$ cat config.mk
export PLATFORM = sky130hd
export DESIGN_NAME = rram_imc_seq_ctrl_flat
export DESIGN_NICKNAME = d
export VERILOG_FILES = /design/src/rtl/rram_imc_seq_ctrl_if.sv /design/src/rtl/rram_imc_seq_ctrl.sv /design/src/flat_wrapper.sv
export SDC_FILE = /design/constraint.sdc
export NUM_CORES = 1
export LEC_CHECK = 0
export ABC_AREA = 0
export CORE_UTILIZATION = 45
export CTS_BUF_LIST = sky130_fd_sc_hd__clkbuf_4 sky130_fd_sc_hd__clkbuf_8
export CTS_CLUSTER_DIAMETER = 150
export DETAILED_ROUTE_END_ITERATION = 10
export GPL_ROUTABILITY_DRIVEN = 0
export GPL_TIMING_DRIVEN = 1
export MAX_ROUTING_LAYER = met4
export PLACE_DENSITY = 0.82
export SYNTH_ARGS = -nofsm -noshare
export SYNTH_HDL_FRONTEND = slang
export SYNTH_SLANG_ARGS = --single-unit
$ cat constraint.sdc
create_clock -name clk -period 3.4 [get_ports clk]
set_clock_uncertainty 0.1 [all_clocks]
set_input_delay 0.68 -clock clk [delete_from_list [all_inputs] [get_ports clk]]
set_output_delay 0.68 -clock clk [all_outputs]
set_load 0.005 [all_outputs]
$ cat src/rtl/rram_imc_seq_ctrl_if.sv
// Wishbone slave bus bundle for the RRAM IMC sequencer.
//   wishbone_address_bus : byte address, bits [4:2] select the register
//   wishbone_data_in     : write data
//   wbs_we_i / wbs_stb_i : write enable / request (stb&cyc pre-combined)
//   wishbone_data_out    : read data, valid while wbs_ack_o is high
//   wbs_ack_o            : single-cycle acknowledge
interface rram_imc_seq_ctrl_if;
  logic [31:0] wishbone_address_bus;
  logic [31:0] wishbone_data_in;
  logic        wbs_we_i;
  logic        wbs_stb_i;
  logic [31:0] wishbone_data_out;
  logic        wbs_ack_o;

  modport master (output wishbone_address_bus, wishbone_data_in, wbs_we_i, wbs_stb_i,
                  input  wishbone_data_out, wbs_ack_o);
  modport slave  (input  wishbone_address_bus, wishbone_data_in, wbs_we_i, wbs_stb_i,
                  output wishbone_data_out, wbs_ack_o);
endinterface

$ cat src/rtl/rram_imc_seq_ctrl.sv
// Wishbone-programmed sequencer for the RRAM in-memory-compute array.
// Runs READ / SET / RESET on one row, or MAC on a row vector, timing the
// precharge, WL/column activation and sense phases and capturing CSA/ADC data.
//   clk, rst          : clock, asynchronous active-low reset
//   enable_IM         : global enable, low aborts any running operation
//   wb (slave)        : register bus (CTRL, COLMASK, INVEC, STATUS, RESULT)
//   csa_in, adc_in    : sense-amp and flash-ADC results from the macro
//   wl_en, col_en     : word-line / column drive enables
//   wr_pol            : 0 = SET, 1 = RESET programming polarity
//   pre_en, sense_en  : precharge switch, one-cycle sample strobe
//   busy, done_irq    : op in progress, one-cycle completion pulse
module rram_imc_seq_ctrl #(
  parameter int ROWS  = 16,
  parameter int COLS  = 16,
  parameter int T_PRE = 4,
  parameter int T_RD  = 8,
  parameter int T_WR  = 16
) (
  input  logic                clk,
  input  logic                rst,
  input  logic                enable_IM,
  rram_imc_seq_ctrl_if.slave  wb,
  input  logic [COLS-1:0]     csa_in,
  input  logic [2:0]          adc_in,
  output logic [ROWS-1:0]     wl_en,
  output logic [COLS-1:0]     col_en,
  output logic                wr_pol,
  output logic                pre_en,
  output logic                sense_en,
  output logic                busy,
  output logic                done_irq
);
  localparam logic [1:0] OP_READ = 2'b00, OP_SET = 2'b01, OP_RST = 2'b10, OP_MAC = 2'b11;

  typedef enum logic [2:0] {S_IDLE, S_PRE, S_ACT, S_SAMPLE, S_FIN} state_t;

  state_t          r_state, w_state_nxt;
  logic [7:0]      r_cnt, w_ld_val;
  logic            w_ld;
  logic            r_ack;
  logic [31:0]     r_rdata, w_rmux;
  logic [1:0]      r_op;
  logic [3:0]      r_row;
  logic [COLS-1:0] r_colmask, r_res_csa;
  logic [ROWS-1:0] r_invec;
  logic [2:0]      r_res_adc;
  logic            r_done, r_err;
  // Operation parameters frozen at start so later register writes cannot disturb a running op
  logic [1:0]      r_lop;
  logic [3:0]      r_lrow;
  logic [COLS-1:0] r_lcol;
  logic [ROWS-1:0] r_linvec;

  logic [2:0]      w_sel;
  logic            w_wr, w_rd, w_start, w_start_ok, w_go, w_abort, w_fin_exit;
  logic [1:0]      w_lop_n;
  logic [3:0]      w_lrow_n;
  logic [COLS-1:0] w_lcol_n;
  logic [ROWS-1:0] w_linvec_n;
  logic            w_unused;

  assign w_unused = &{1'b0, wb.wishbone_address_bus[31:5], wb.wishbone_address_bus[1:0],
                      wb.wishbone_data_in};

  assign w_sel = wb.wishbone_address_bus[4:2];
  // Accept a request only when no ack is pending, so stb held high acks every other cycle
  assign w_wr  = wb.wbs_stb_i &  wb.wbs_we_i & ~r_ack;
  assign w_rd  = wb.wbs_stb_i & ~wb.wbs_we_i & ~r_ack;
  assign w_start = w_wr && (w_sel == 3'd0) && wb.wishbone_data_in[8];
  assign w_start_ok = (r_state == S_IDLE) && enable_IM && (r_colmask != '0) &&
                      !((wb.wishbone_data_in[1:0] == OP_MAC) && (r_invec == '0)) &&
                      ({28'd0, wb.wishbone_data_in[7:4]} < 32'(ROWS));
  assign w_go       = w_start && w_start_ok;
  assign w_abort    = (r_state != S_IDLE) && !enable_IM;
  assign w_fin_exit = (r_state == S_FIN) && enable_IM;

  // On the start edge the drives must come from the values being latched, not the stale ones
  assign w_lop_n    = w_go ? wb.wishbone_data_in[1:0] : r_lop;
  assign w_lrow_n   = w_go ? wb.wishbone_data_in[7:4] : r_lrow;
  assign w_lcol_n   = w_go ? r_colmask : r_lcol;
  assign w_linvec_n = w_go ? r_invec   : r_linvec;

  always_comb begin
    w_state_nxt = r_state;
    w_ld        = 1'b0;
    w_ld_val    = '0;
    case (r_state)
      S_IDLE: if (w_go) begin
        w_ld = 1'b1;
        if (w_lop_n == OP_SET || w_lop_n == OP_RST) begin
          w_state_nxt = S_ACT;
          w_ld_val    = 8'(T_WR - 1);
        end else begin
          w_state_nxt = S_PRE;
          w_ld_val    = 8'(T_PRE - 1);
        end
      end
      S_PRE: if (r_cnt == '0) begin
        w_state_nxt = S_ACT;
        w_ld        = 1'b1;
        w_ld_val    = 8'(T_RD - 1);
      end
      S_ACT: if (r_cnt == '0)
        w_state_nxt = (r_lop == OP_SET || r_lop == OP_RST) ? S_FIN : S_SAMPLE;
      S_SAMPLE: w_state_nxt = S_FIN;
      S_FIN:    w_state_nxt = S_IDLE;
      default:  w_state_nxt = S_IDLE;
    endcase
    if (w_abort) w_state_nxt = S_IDLE;
  end

  // Drives are registered from the next state so every enable comes straight off a flop
  always_ff @(posedge clk or negedge rst) begin
    if (!rst) begin
      r_state  <= S_IDLE;
      r_cnt    <= '0;
      wl_en    <= '0;
      col_en   <= '0;
      wr_pol   <= 1'b0;
      pre_en   <= 1'b0;
      sense_en <= 1'b0;
      busy     <= 1'b0;
      done_irq <= 1'b0;
    end else begin
      r_state <= w_state_nxt;
      if (w_ld)              r_cnt <= w_ld_val;
      else if (r_cnt != '0)  r_cnt <= r_cnt - 8'd1;
      pre_en   <= (w_state_nxt == S_PRE);
      sense_en <= (w_state_nxt == S_SAMPLE);
      done_irq <= (w_state_nxt == S_FIN);
      busy     <= (w_state_nxt != S_IDLE);
      wr_pol   <= (w_state_nxt == S_ACT) && (w_lop_n == OP_RST);
      col_en   <= (w_state_nxt == S_ACT) ? w_lcol_n : '0;
      if (w_state_nxt == S_ACT)
        wl_en <= (w_lop_n == OP_MAC) ? w_linvec_n : (ROWS'(1) << w_lrow_n);
      else
        wl_en <= '0;
    end
  end

  always_comb begin
    w_rmux = '0;
    case (w_sel)
      3'd0: begin w_rmux[1:0] = r_op; w_rmux[7:4] = r_row; end
      3'd1: w_rmux[COLS-1:0] = r_colmask;
      3'd2: w_rmux[ROWS-1:0] = r_invec;
      3'd3: w_rmux[2:0] = {r_err, r_done, busy};
      3'd4: begin w_rmux[COLS-1:0] = r_res_csa; w_rmux[18:16] = r_res_adc; end
      default: w_rmux = '0;
    endcase
  end

  always_ff @(posedge clk or negedge rst) begin
    if (!rst) begin
      r_ack <= 1'b0; r_rdata <= '0;
      r_op <= '0; r_row <= '0; r_colmask <= '0; r_invec <= '0;
      r_done <= 1'b0; r_err <= 1'b0; r_res_csa <= '0; r_res_adc <= '0;
      r_lop <= '0; r_lrow <= '0; r_lcol <= '0; r_linvec <= '0;
    end else begin
      r_ack   <= wb.wbs_stb_i & ~r_ack;
      r_rdata <= w_rd ? w_rmux : '0;
      if (w_wr) begin
        case (w_sel)
          3'd0: begin r_op <= wb.wishbone_data_in[1:0]; r_row <= wb.wishbone_data_in[7:4]; end
          3'd1: r_colmask <= wb.wishbone_data_in[COLS-1:0];
          3'd2: r_invec   <= wb.wishbone_data_in[ROWS-1:0];
          3'd3: begin
            if (wb.wishbone_data_in[1]) r_done <= 1'b0;
            if (wb.wishbone_data_in[2]) r_err  <= 1'b0;
          end
          default: ;
        endcase
      end
      if (w_go) begin
        r_lop <= w_lop_n; r_lrow <= w_lrow_n; r_lcol <= w_lcol_n; r_linvec <= w_linvec_n;
        r_done <= 1'b0;
      end
      if (w_fin_exit) r_done <= 1'b1;
      if ((w_start && !w_start_ok) || w_abort) r_err <= 1'b1;
      if (r_state == S_SAMPLE && enable_IM) begin
        if (r_lop == OP_MAC) r_res_adc <= adc_in;
        else                 r_res_csa <= csa_in;
      end
    end
  end

  assign wb.wbs_ack_o         = r_ack;
  assign wb.wishbone_data_out = r_rdata;
endmodule

$ cat src/flat_wrapper.sv
// flat-port wrapper written by rule: the top's interface ports become plain ports
module rram_imc_seq_ctrl_flat 
#(
  parameter int ROWS  = 16,
  parameter int COLS  = 16,
  parameter int T_PRE = 4,
  parameter int T_RD  = 8,
  parameter int T_WR  = 16
)
  (clk, rst, enable_IM, csa_in, adc_in, wl_en, col_en, wr_pol, pre_en, sense_en, busy, done_irq, wb_wishbone_address_bus, wb_wishbone_data_in, wb_wbs_we_i, wb_wbs_stb_i, wb_wishbone_data_out, wb_wbs_ack_o);
  rram_imc_seq_ctrl_if wb_i ();
  input  logic clk;
  input  logic rst;
  input  logic enable_IM;
  input  logic [COLS-1:0] csa_in;
  input  logic [2:0] adc_in;
  output logic [ROWS-1:0] wl_en;
  output logic [COLS-1:0] col_en;
  output logic wr_pol;
  output logic pre_en;
  output logic sense_en;
  output logic busy;
  output logic done_irq;
  input wire logic [$bits(wb_i.wishbone_address_bus)-1:0] wb_wishbone_address_bus;
  input wire logic [$bits(wb_i.wishbone_data_in)-1:0] wb_wishbone_data_in;
  input wire logic [$bits(wb_i.wbs_we_i)-1:0] wb_wbs_we_i;
  input wire logic [$bits(wb_i.wbs_stb_i)-1:0] wb_wbs_stb_i;
  output wire logic [$bits(wb_i.wishbone_data_out)-1:0] wb_wishbone_data_out;
  output wire logic [$bits(wb_i.wbs_ack_o)-1:0] wb_wbs_ack_o;
  assign wb_i.wishbone_address_bus = wb_wishbone_address_bus;
  assign wb_i.wishbone_data_in = wb_wishbone_data_in;
  assign wb_i.wbs_we_i = wb_wbs_we_i;
  assign wb_i.wbs_stb_i = wb_wbs_stb_i;
  assign wb_wishbone_data_out = wb_i.wishbone_data_out;
  assign wb_wbs_ack_o = wb_i.wbs_ack_o;
  rram_imc_seq_ctrl #(.ROWS(ROWS), .COLS(COLS), .T_PRE(T_PRE), .T_RD(T_RD), .T_WR(T_WR)) u_core (.clk(clk), .rst(rst), .enable_IM(enable_IM), .wb(wb_i), .csa_in(csa_in), .adc_in(adc_in), .wl_en(wl_en), .col_en(col_en), .wr_pol(wr_pol), .pre_en(pre_en), .sense_en(sense_en), .busy(busy), .done_irq(done_irq));
endmodule
==> flow_summary.toml, run 1 <==
[sta]
max_slew_margin_pct = 58.2
maxSlewViolCount = 0
final.period_utilization_pct = 96.4
period_needed_ns = 3.28
finalSetupTns_ns = 0
max_freq_ghz = 0.305
fin_hold_ws_ns = 0.0593
setup_viol = 0
hold_viol = 0
rsz0062_at_grt = "yes"
setup_ws_ns = 0.121
worstMarginPinSlew_ns = 0.624

[detailed_routing]
wl_per_cell_um = 20.1
post-route-drc-count = 0
drtAntennaViolNets = 0
vias_per_cell = 5.74
vias = 5689
drt_iter0_markers = 586
wirelength_um = 19900
firstDrtPassIters = 5

[layout]
drive_gt1_share_pct = 36.2
stdcell_area_um2 = 10000
final_nets = 850
antenna_cells = 0
area_growth_pct = 28.4

[global_routing]
grt_first_pass_wirelength_um = 31200
track_usage_pct = 23.5
antenna_found_initial = 0
grt-ovfl-total = 0
grt_max_degree = 78
first_global_vias = 5768

[place]
portBuffers = 99
dp_slack_ns = -0.719
hpwl_um = 14000
placed_area_um2 = 9440

[power_and_ir_drop]
leakage_uw = 0.00445
p_total_uw = 4960
p_sw_share_pct = 29.1
pwr-share-seq_pct = 48.0
internal_power_uw = 3520
power.density_nw_per_um2 = 494
netSwitchingPower_uw = 1450
clkPwrFrac_pct = 30.0
ir_drop_mv = 0.269
combPwrFrac_pct = 22.0

[synth]
synth_top_area_cell = "dfrtp_1"
ys_ff_latch = 165
synth_edf_count = 0
synthFlopType = "dfrtp_1"
synth.avg_cell_area_um2 = 12.8
synth_top_area_share_pct = 52.8
ys_seq_area_share_pct = 52.8
ys_types = 61
syn_inst = 611
async_flop_share_pct = 100
yosysWarnings = 0
synth_area_um2 = 7820
synth.area.top_cells = "dfrtp_1 53%, mux2_2 13%, mux2_4 4.6%"
synth_common_cells = "165 x dfrtp_1, 89 x mux2_2, 44 x nor2_1"
synth_most_common_cell = "dfrtp_1"

[critical_path]
crit_required_ns = 3.67
critical_path_class = "register to register"
crit_start = "u_core.r_invec[8]$_DFFE_PN0P_"
ff2ff_path_depth = 10
r2r_end = "u_core.col_en[0]$_DFF_PN0_"
path_max_fanout = 6
cp_cell_sequence = "or4_1, nor2_2, a2111o_2, mux2_4, ha_4, nand3b_1, a2111oi_4, o21bai_4, buf_6, nor3b_1"
crit_arrival_ns = 3.55
endpoint = "u_core.col_en[0]$_DFF_PN0_"
crit_slowest_cell = "or4_1"
worst-r2r-setup-slack_ns = 0.12
cp-end-kind = "register"
reg2reg_from = "u_core.r_invec[8]$_DFFE_PN0P_"
start_kind = "register"
max_stage_delay_ns = 0.57

[clock_network]
clk_latency_ns = 0.47
cts_tree = "done"
cts_buffers = 17
ctsLongestPathBuffers = 2
cts_sinks = 165
cts_hold_buf = 0
clk_pin_slew_worst_paths_ns = 0.08
htree_levels = 4
cts-root-buf = "clkbuf_8"

[floorplan]
start_util_pct = 46.7
die_area_um2 = 17900
fp.dieW_um = 134
rows = 47
core_um2 = 16800
dieHeight_um = 134
io_pins = 158

[outcome]
status = "completed"

[run]
maxCapViolations = 0

[min_path]
holdCritPathClass = "input port to asynchronous set/reset pin"
==> final cells by class <==
cell class	count	area (µm²)
fillers	1256	6720
flip-flops and latches	165	4130
multi-input cells	403	3570
repair buffers	164	1610
clock buffers	23	298
well taps	220	275
clock inverters	9	125
inverters	7	26.3
==> placed cells by master, fill, tap and decap left out, types with 5 or more instances in the layout <==
| master | count |
|---|---|
| nor2b_1 | 11 |
| a32oi_1 | 6 |
| nor4_1 | 5 |
| clkbuf_8 | 20 |
| buf_12 | 6 |
| nor3_2 | 20 |
| mux2_4 | 25 |
| mux2i_1 | 5 |
| inv_1 | 5 |
| nor3b_2 | 20 |
| clkdlybuf4s50_1 | 90 |
| conb_1 | 13 |
| o21ai_0 | 9 |
| buf_4 | 56 |
| dfrtp_1 | 165 |
| nand2_1 | 18 |
| a21oi_1 | 22 |
| a22oi_1 | 33 |
| mux2_2 | 88 |
| dlymetal6s2s_1 | 8 |
| nor2_1 | 42 |
| nor3_1 | 13 |
==> per-stage QoR <==
| stage | cells | utilization [%] |
|---|---|---|
| floorplan | 623 | - |
| global placement | 954 | 56.3 |
| detailed placement | 954 | 56.3 |
| CTS | 988 | 59.1 |
| global route | 991 | 59.9 |
| finish | 991 | 59.9 |
==> per-layer routing <==
metal  wire (µm)  GRT usage (%)
met1        8180           29.5
met2        9910           37.5
met3        1150           4.35
met4         706           9.97
met5           0              -
==> power by group through the flow <==
stage | combinational [µW] | sequential, µW | clock (µW)
global placement | 990 | 2380 | 0
floorplan | 622 | 2360 | 0
global route | 1180 | 2410 | 1600
detailed placement | 1040 | 2410 | 0
CTS | 1050 | 2370 | 1510
finish | 1090 | 2390 | 1490
==> flip-flops by register name, indices dropped and copies added, names as in the netlist, 2 cells and up <==
register and count:
u_core.wb.wishbone_data_out 19, u_core.col_en 16, u_core.r_colmask 16, u_core.r_invec 16, u_core.r_lcol 16, u_core.r_linvec 16
u_core.r_res_csa 16, u_core.wl_en 16, u_core.r_cnt 8, u_core.r_lrow 4, u_core.r_row 4, u_core.r_res_adc 3
u_core.r_state 3, u_core.r_lop 2, u_core.r_op 2
==> how the worst min path moves through the flow <==
stage	slack [ns]	cells after the start	startpoint	to
3_3_place_gp	0.35	1	u_core.wb.wbs_ack_o$_DFF_PN0_	u_core.wb.wbs_ack_o$_DFF_PN0_
4_1_cts	0.07	1	rst	u_core.r_lcol[9]$_DFFE_PN0P_
3_5_place_dp	0.38	1	u_core.r_lcol[12]$_DFFE_PN0P_	u_core.r_lcol[12]$_DFFE_PN0P_
5_1_grt	0.06	1	rst	u_core.col_en[5]$_DFF_PN0_
2_1_floorplan	0.28	0	rst	u_core.busy$_DFF_PN0_
6_report	0.06	1	rst	u_core.r_res_adc[1]$_DFFE_PN0P_
==> worst max-delay path: cells and delay by family (launching register included) <==
family                   cells  cell delay (ns)
multiplexers                 1             0.34
flip-flops                   1             0.39
adder cells (fa/ha/maj)      1             0.22
AO/OA/AOI/OAI                3             0.79
buffers and inverters        1             0.19
AND/OR/NAND/NOR              4             1.16
==> kinds of logic after synthesis <==
family / Yosys count / synth area share [%]
flip-flops: 165 / 52.8
multiplexers: 121 / 18.8
other: 1 / 0.0479
AND/OR/NAND/NOR: 177 / 15.0
AO/OA/AOI/OAI: 86 / 8.30
adder cells (fa/ha/maj): 4 / 0.640
XOR/XNOR: 2 / 0.224
buffers and inverters: 55 / 4.24
==> repair_timing <==
| action | CTS | global route |
|---|---|---|
| gates resized for setup | 7 | 17 |
| setup buffers | 2 | 1 |
| gates cloned | 0 | 2 |
| pin swaps | 3 | 8 |
| setup endpoints to repair | 36 | 31 |
Power figures use the tool's default switching activity.
==> run 2: changes to the inputs <==
--- a/config.mk
+++ b/config.mk
@@ -14,6 +14,8 @@
 export GPL_TIMING_DRIVEN = 1
 export MAX_ROUTING_LAYER = met4
 export PLACE_DENSITY = 0.82
+export SKIP_CTS_REPAIR_TIMING = 1
 export SYNTH_ARGS = -nofsm -noshare
 export SYNTH_HDL_FRONTEND = slang
 export SYNTH_SLANG_ARGS = --single-unit
+export TNS_END_PERCENT = 5
==> flow_summary.toml, run 2 (same netlist as run 1, synthesis figures left out) <==
[outcome]
status = "finished, violations left"
violations = "setup timing"

[clock_network]
cts_sinks = 165
ctsLongestPathBuffers = 2
cts_buffers = 17
clk_latency_ns = 0.46
clk_pin_slew_worst_paths_ns = 0.08
htree_levels = 4
cts_tree = "done"
cts-root-buf = "clkbuf_8"

[critical_path]
start_kind = "input port"
crit_arrival_ns = 3.72
r2r_end = "u_core.col_en[7]$_DFF_PN0_"
reg2reg_from = "u_core.r_invec[2]$_DFFE_PN0P_"
worst-r2r-setup-slack_ns = -0.03
path_max_fanout = 8
cp-end-kind = "register"
ff2ff_path_depth = 10
crit_required_ns = 3.67
critical_path_class = "input port to register"

[global_routing]
grt_first_pass_wirelength_um = 31100
track_usage_pct = 23.4
antenna_found_initial = 0
first_global_vias = 5745
grt-ovfl-total = 0
grt_max_degree = 90

[place]
portBuffers = 99
dp_slack_ns = -0.703
hpwl_um = 13800

[power_and_ir_drop]
power.density_nw_per_um2 = 496
ir_drop_mv = 0.269
leakage_uw = 0.00443

[sta]
rsz0062_at_grt = "yes"
period_needed_ns = 3.44
worstMarginPinSlew_ns = 0.781
final.period_utilization_pct = 101
setup_ws_ns = -0.0429
hold_viol = 0
setup_viol = 6
fin_hold_ws_ns = 0.177
max_slew_margin_pct = 47.9
max_freq_ghz = 0.290
finalSetupTns_ns = -0.0747
maxSlewViolCount = 0

[layout]
layout_common_cells = "165 x dfrtp_1, 94 x clkdlybuf4s50_1, 88 x mux2_2"
antenna_cells = 0
fillCellCount = 1257
final_nets = 850
area_growth_pct = 29.3
drive_gt1_share_pct = 35.4
largest_reg_flops = 19
final_common_cell = "dfrtp_1"

[detailed_routing]
drtAntennaViolNets = 0
firstDrtPassIters = 5
vias_per_cell = 5.65
drt_iter0_markers = 463
wirelength_um = 19600
wl_per_cell_um = 19.8
post-route-drc-count = 0
vias = 5597

[floorplan]
core_um2 = 16800
dieHeight_um = 134
rows = 47
fp.dieW_um = 134
die_area_um2 = 17900
io_pins = 158
start_util_pct = 46.7

[run]
maxCapViolations = 0

[min_path]
holdCritPathClass = "input port to asynchronous set/reset pin"
[run 2: area by class of cell]
class                   count  area (µm²)  area share (%)
clock inverters             7         116            1.15
multi-input cells         403        3610            35.7
repair buffers            164        1630            16.1
inverters                   7        26.3           0.260
flip-flops and latches    165        4130            40.8
well taps                 220         275            2.72
clock buffers              25         325            3.22
[run 2: how the worst max path moves through the flow]
stage | from | endpoint | slack, ns | cells after the start
6_report | wb_wishbone_address_bus[2] | u_core.col_en[7]$_DFF_PN0_ | -0.04 | 11
5_1_grt | u_core.r_invec[2]$_DFFE_PN0P_ | u_core.col_en[7]$_DFF_PN0_ | -0.14 | 10
4_1_cts | wb_wishbone_address_bus[4] | u_core.wl_en[0]$_DFF_PN0_ | -0.24 | 12
3_5_place_dp | wb_wishbone_address_bus[4] | u_core.wl_en[6]$_DFF_PN0_ | -0.70 | 12
3_3_place_gp | wb_wishbone_address_bus[4] | u_core.wl_en[14]$_DFF_PN0_ | -0.61 | 12
2_1_floorplan | wb_wishbone_address_bus[4] | u_core.col_en[10]$_DFF_PN0_ | -0.13 | 12
[run 2: metrics by stage]
stage	utilization, %	cells	cell area (µm²)	power (µW)
4_1_cts	59.0	986	9890	4980
5_1_grt	60.4	991	10100	5250
3_5_place_dp	56.4	954	9450	3440
6_report	60.4	991	10100	5020
3_3_place_gp	56.4	954	9450	3370
2_1_floorplan	-	623	7970	2980
[run 2: report_power, final]
part	switching (µW)	internal (µW)
sequential	206	2170
combinational	561	533
clock	696	850
total	1460	3560
[run 2: worst max-delay path, cell delays in order]
cell	delay, ns
clkdlybuf4s50_1	0.50
nor2_4	0.22
nand2_8	0.06
a2111o_2	0.49
mux2_4	0.36
ha_4	0.23
nand3b_1	0.19
a2111oi_4	0.32
o21bai_4	0.23
buf_12	0.22
nor3b_4	0.19
[run 2: per-layer routing]
layer  routed length (µm)  share of wire (%)  global-route usage, %  up-vias
met4                  624                3.2                   10.2        0
met1                 8110                 41                   29.2     2804
met5                    0                  0                      -        -
met2                 9730                 50                   36.6      238
li1                     -                  -                      -     2501
met3                 1130                5.8                   5.06       54
